**src/rtl/bm_seq_ctrl.sv**
```systemverilog
// Issue-side sequencer for the bitmanip unit: single-cycle results go straight to a one-entry
// output buffer; CLMUL/CRC are stepped through a shared iterative engine before capture.
module bm_seq_ctrl #(
   parameter int unsigned XLEN           = 64,
   parameter int unsigned BITS_PER_CYCLE = 8,
   parameter int unsigned TRANS_ID_BITS  = 3
) (
   input  logic                     clk_i,
   input  logic                     rst_i,
   input  logic                     flush_i,
   input  logic                     req_valid_i,
   output logic                     req_ready_o,
   input  logic [1:0]               req_unit_i,
   input  logic [8:0]               req_func_i,
   input  logic [TRANS_ID_BITS-1:0] req_trans_id_i,
   input  logic [XLEN-1:0]          sc_result_i,
   output logic                     eng_start_o,
   output logic                     eng_step_o,
   output logic                     eng_last_o,
   output logic [6:0]               eng_iter_o,
   output logic                     eng_kill_o,
   input  logic [XLEN-1:0]          eng_result_i,
   output logic                     res_valid_o,
   input  logic                     res_ready_i,
   output logic [XLEN-1:0]          res_data_o,
   output logic [TRANS_ID_BITS-1:0] res_trans_id_o,
   output logic                     busy_o
);

   localparam int unsigned BpcShift = $clog2(BITS_PER_CYCLE);

   typedef enum logic [1:0] {StIdle, StRun, StCapt} state_e;

   state_e                   state_q;
   logic [6:0]               cnt_q;
   logic [6:0]               n_q;
   logic [TRANS_ID_BITS-1:0] id_q;
   logic                     res_valid_q;
   logic [XLEN-1:0]          res_data_q;
   logic [TRANS_ID_BITS-1:0] res_id_q;

   logic       accept;
   logic       accept_mc;
   logic       drain;
   logic       in_run;
   logic       last;
   logic [7:0] width;
   logic [6:0] n_req;
   logic       unused_func;

   // Only the low function bits select the operand width.
   assign unused_func = ^req_func_i[8:2];

   always_comb begin
      width = 8'd8;
      if (req_unit_i == 2'd1) begin
         width = req_func_i[0] ? 8'd32 : 8'(XLEN);
      end else begin
         width = 8'd8 << req_func_i[1:0];
         if (width > 8'(XLEN)) begin
            width = 8'(XLEN);
         end
      end
      n_req = 7'(width >> BpcShift);
      if (n_req == 7'd0) begin
         n_req = 7'd1;
      end
   end

   assign req_ready_o = !rst_i && !flush_i && (state_q == StIdle) &&
                        (!res_valid_q || res_ready_i);
   assign accept      = req_valid_i && req_ready_o;
   assign accept_mc   = accept && ((req_unit_i == 2'd1) || (req_unit_i == 2'd2));
   assign drain       = res_valid_q && res_ready_i;
   assign in_run      = (state_q == StRun);
   assign last        = (cnt_q == n_q - 7'd1);

   assign eng_start_o = accept_mc;
   assign eng_step_o  = in_run && !flush_i && !rst_i;
   assign eng_last_o  = eng_step_o && last;
   assign eng_iter_o  = in_run ? cnt_q : 7'd0;
   assign eng_kill_o  = !rst_i && flush_i && (state_q != StIdle);

   assign res_valid_o    = res_valid_q;
   assign res_data_o     = res_data_q;
   assign res_trans_id_o = res_id_q;
   assign busy_o         = (state_q != StIdle) || res_valid_q;

   always_ff @(posedge clk_i) begin
      if (rst_i) begin
         state_q     <= StIdle;
         cnt_q       <= 7'd0;
         n_q         <= 7'd1;
         id_q        <= '0;
         res_valid_q <= 1'b0;
         res_data_q  <= '0;
         res_id_q    <= '0;
      end else if (flush_i) begin
         state_q     <= StIdle;
         cnt_q       <= 7'd0;
         res_valid_q <= 1'b0;
      end else begin
         // A refill below overrides the drain when both happen in one cycle.
         if (drain) begin
            res_valid_q <= 1'b0;
         end
         unique case (state_q)
            StIdle: begin
               if (accept_mc) begin
                  state_q <= StRun;
                  cnt_q   <= 7'd0;
                  n_q     <= n_req;
                  id_q    <= req_trans_id_i;
               end else if (accept) begin
                  res_valid_q <= 1'b1;
                  res_data_q  <= (req_unit_i == 2'd0) ? sc_result_i : '0;
                  res_id_q    <= req_trans_id_i;
               end
            end
            StRun: begin
               if (last) begin
                  state_q <= StCapt;
                  cnt_q   <= 7'd0;
               end else begin
                  cnt_q <= cnt_q + 7'd1;
               end
            end
            StCapt: begin
               res_valid_q <= 1'b1;
               res_data_q  <= eng_result_i;
               res_id_q    <= id_q;
               state_q     <= StIdle;
            end
            default: state_q <= StIdle;
         endcase
      end
   end

endmodule

```
**config.mk**
```make
export PLATFORM = sky130hd
export DESIGN_NAME = bm_seq_ctrl
export DESIGN_NICKNAME = d
export VERILOG_FILES = /design/src/rtl/bm_seq_ctrl.sv
export SDC_FILE = /design/constraint.sdc
export NUM_CORES = 1
export LEC_CHECK = 0
export ABC_CLOCK_PERIOD_IN_PS = 1700
export CAP_MARGIN = 20
export CORE_ASPECT_RATIO = 1.25
export CORE_MARGIN = 3
export CORE_UTILIZATION = 36
export DETAILED_ROUTE_END_ITERATION = 7
export GPL_ROUTABILITY_DRIVEN = 0
export PLACE_DENSITY = 0.76
export SYNTH_ARGS = -nofsm -noshare
export SYNTH_HDL_FRONTEND = slang
export SYNTH_SLANG_ARGS = --single-unit
```
**constraint.sdc**
```tcl
create_clock -name clk_i -period 1.7 [get_ports clk_i]
set_input_delay 0.255 -clock clk_i [delete_from_list [all_inputs] [get_ports clk_i]]
set_output_delay 0.255 -clock clk_i [all_outputs]
set_load 0.005 [all_outputs]
```
==> results.py <==
metrics = {
    "status": {
        "status": "complete, but fails checks",
        "violations": "negative setup slack",
    },
    "cts": {
        "cts_buffer_depth": 2,
        "cts.sinks": 84,
        "holdBufCountCts": 0,
        "cts_root_buf": "clkbuf_16",
        "tritoncts": "built",
        "clkLatencyLatePin_ps": 340,
        "numCtsBuffers": 9,
        "clk_pin_slew_ps": 60,
        "cts_max_level": 3,
    },
    "routing": {
        "vias_per_cell": 5.85,
        "met3RoutedLength_mm": 1.11,
        "top_layer": "met4",
        "wl_met2_mm": 9.20,
        "drt-initial-drc-count": 304,
        "drtPass1Iterations": 5,
        "drt-met1-wl_mm": 6.79,
        "drc": 0,
        "wl_per_cell_um": 19.5,
        "wl_mm": 17.6,
        "antenna_left": 0,
        "vias": 5276,
    },
    "finish": {
        "fin_util_pct": 66.3,
        "seqCellArea_um2": 1690,
        "syn2layout_area_growth_pct": 77.7,
        "stdcell_count": 902,
        "nFillCells": 888,
        "layout-drive-gt1-share_pct": 16.7,
        "diodes": 0,
        "multi_input_area_um2": 2440,
        "fin_area_um2": 7460,
        "nNetsFinal": 914,
    },
    "logic_synthesis": {
        "ys_seq_elements": 84,
        "synth_enable_flop_cells": 0,
        "synth_area_per_cell_um2": 8.00,
        "ys_seq_area_share_pct": 40.1,
        "yosys_warnings": 0,
        "synth_top_cell_area_share_pct": 40.1,
        "syn-num-nets": 676,
        "synthCells": 525,
        "async_reset_ff_share_pct": 0,
        "synth.distinct_cells": 43,
        "synthTopCellsByArea": "dfxtp_1 40%, a311oi_1 14%, a21oi_1 8.7%",
        "ys.flop_type": "dfxtp_1",
        "synth_top_cell_by_area": "dfxtp_1",
        "netlist_area_um2": 4200,
    },
    "critical_path": {
        "end_kind": "primary output",
        "startpoint": "n_q[1]$_SDFFE_PP0P_",
        "reg2reg_depth": 6,
        "rrSetupSlack_ps": -260,
        "required_ps": 1440,
        "critPathArrivalTime_ps": 2030,
        "reg2reg_from": "n_q[1]$_SDFFE_PP0P_",
        "start_kind": "flop",
        "endpoint": "eng_last_o",
        "path_max_fanout": 2,
        "r2r_end": "cnt_q[3]$_SDFFE_PP0P_",
        "worstSetupPathType": "reg2out",
    },
    "grt": {
        "grt_pass1_wl_mm": 26.5,
        "grt_pass1_vias": 5232,
        "grt.overflow.total": 0,
        "grt_max_degree": 44,
        "antenna_found_initial": 0,
        "grt.total_usage_pct": 25.4,
    },
    "power_and_ir_drop": {
        "power.density_nw_per_um2": 662,
        "power_leakage_nw": 2.51,
        "finalPower_mw": 4.94,
        "ir_worst_vdd_v": 0.000366,
    },
    "floorplanning": {
        "io_pins": 228,
        "die_y_um": 127,
        "die_w_um": 103,
        "core_um2": 11200,
        "die_area_um2": 13000,
        "rows": 43,
        "initial_utilization_pct": 37.3,
    },
    "timing": {
        "max_freq_ghz": 0.437,
        "setup_viol": 10,
        "finClkSkew_ps": 6.74,
        "finalWorstSetupSlack_ps": -588,
        "min_period_over_period_pct": 135,
        "final_max_slew_viol_count": 0,
        "worstMarginPinSlew_ps": 490,
        "slew_headroom_pct": 67.4,
        "grt_setup_unrepaired": "yes",
        "hold_viol": 0,
        "period_minus_slack_ps": 2290,
    },
    "run": {
        "drv_cap": 0,
    },
    "worst_hold_path": {
        "hp-class": "in2reg",
    },
    "place": {
        "port_buffers": 220,
        "dp_hpwl_mm": 11.6,
        "place_area_um2": 6880,
        "dpl.cell_count": 872,
    },
}
how the worst min path moves through the flow:
stage	from	endpoint	cells after the start	slack [ps]
finish	rst_i	res_valid_o$_SDFF_PP0_	4	360
global route	rst_i	res_valid_o$_SDFF_PP0_	4	370
CTS	rst_i	res_valid_o$_SDFF_PP0_	4	330
detailed placement	id_q[0]$_SDFFE_PP0P_	id_q[0]$_SDFFE_PP0P_	2	460
global placement	id_q[2]$_SDFFE_PP0P_	id_q[2]$_SDFFE_PP0P_	2	450
floorplan	req_trans_id_i[0]	id_q[0]$_SDFFE_PP0P_	2	390
where the power goes:
part / leakage (nW) / switching, mW / internal [mW]
Combinational: 1.69 / 0.433 / 0.619
Clock: 0.135 / 0.766 / 1.06
Sequential: 0.681 / 0.0361 / 2.02
metal layers:
| metal | global-route usage [%] | vias to the layer above |
|---|---|---|
| met5 | 0 | - |
| met4 | 10.4 | 0 |
| met3 | 4.13 | 40 |
| met2 | 44.1 | 266 |
| met1 | 30.5 | 2520 |
| li1 | - | 2450 |
synth_stat cells, types with 3 or more instances:
cell / n
a21oi_1: 73
nor3b_1: 4
o211ai_1: 3
nor2b_1: 4
a311o_1: 3
and2_1: 12
nand2_1: 85
or4_1: 3
o31ai_1: 3
a211oi_1: 3
nor2_1: 8
buf_2: 14
nand3_1: 69
a31o_2: 3
clkbuf_1: 43
inv_1: 4
ha_1: 4
a311oi_1: 69
dfxtp_1: 84
nand2b_1: 4
what timing repair did:
action	CTS	global route
pin swaps	8	9
resized for setup	59	22
cloned	1	2
setup endpoints to repair	94	63
buffers inserted	10	2
metrics by stage:
stage | TNS, ps | worst slack, ps | hold WS [ps]
6_report | -2730 | -588 | 359
3_5_place_dp | -42630 | -668 | 457
4_1_cts | -3020 | -649 | 330
3_3_place_gp | -39350 | -565 | 447
5_1_grt | -3060 | -633 | 366
2_1_floorplan | -547 | -192 | 391
critical path, cell delays in order, from the launching register on:
cell	delay [ps]
dfxtp_2	320
o31a_1	300
or4_4	530
a311oi_4	280
and2_1	170
buf_2	100
cell usage in the layout, fill, tap and decap left out, types with 4 or more instances in the layout:
| cell | n |
|---|---|
| a21oi_1 | 72 |
| a311oi_1 | 68 |
| and2_1 | 9 |
| buf_12 | 13 |
| buf_4 | 39 |
| buf_6 | 10 |
| clkbuf_16 | 11 |
| clkbuf_2 | 5 |
| clkdlybuf4s50_1 | 203 |
| dfxtp_1 | 79 |
| dfxtp_2 | 4 |
| dlygate4sd2_1 | 7 |
| nand2_1 | 85 |
| nand3_1 | 68 |
| nor2_1 | 6 |
layout make-up:
type / count / area share (%)
Clock buffer: 13 / 3.49
Clock inverter: 2 / 0.134
Inverter: 5 / 0.268
Multi-Input combinational cell: 379 / 32.7
Sequential cell: 84 / 22.7
Tap cell: 135 / 2.26
Timing Repair Buffer: 284 / 38.5
state kept, by name, summed over array words and instances (netlist names):
register,count
cnt_q,7
n_q,4
res_data_o,64
id_q,3
res_valid_o,1
state_q,2
res_trans_id_o,3
logic make-up (layout without fill, tap and decap cells):
| kind of cell | after synthesis | after routing | synth area share (%) |
|---|---|---|---|
| AO/OA/AOI/OAI | 167 | 167 | 28.3 |
| flip-flops | 84 | 84 | 40.1 |
| adder cells (fa/ha/maj) | 4 | 4 | 1.19 |
| buffers and inverters | 62 | 304 | 5.96 |
| AND/OR/NAND/NOR | 204 | 204 | 23.3 |
| XOR/XNOR | 3 | 3 | 0.954 |
| multiplexers | 1 | 1 | 0.238 |
Power figures use the tool's default switching activity.
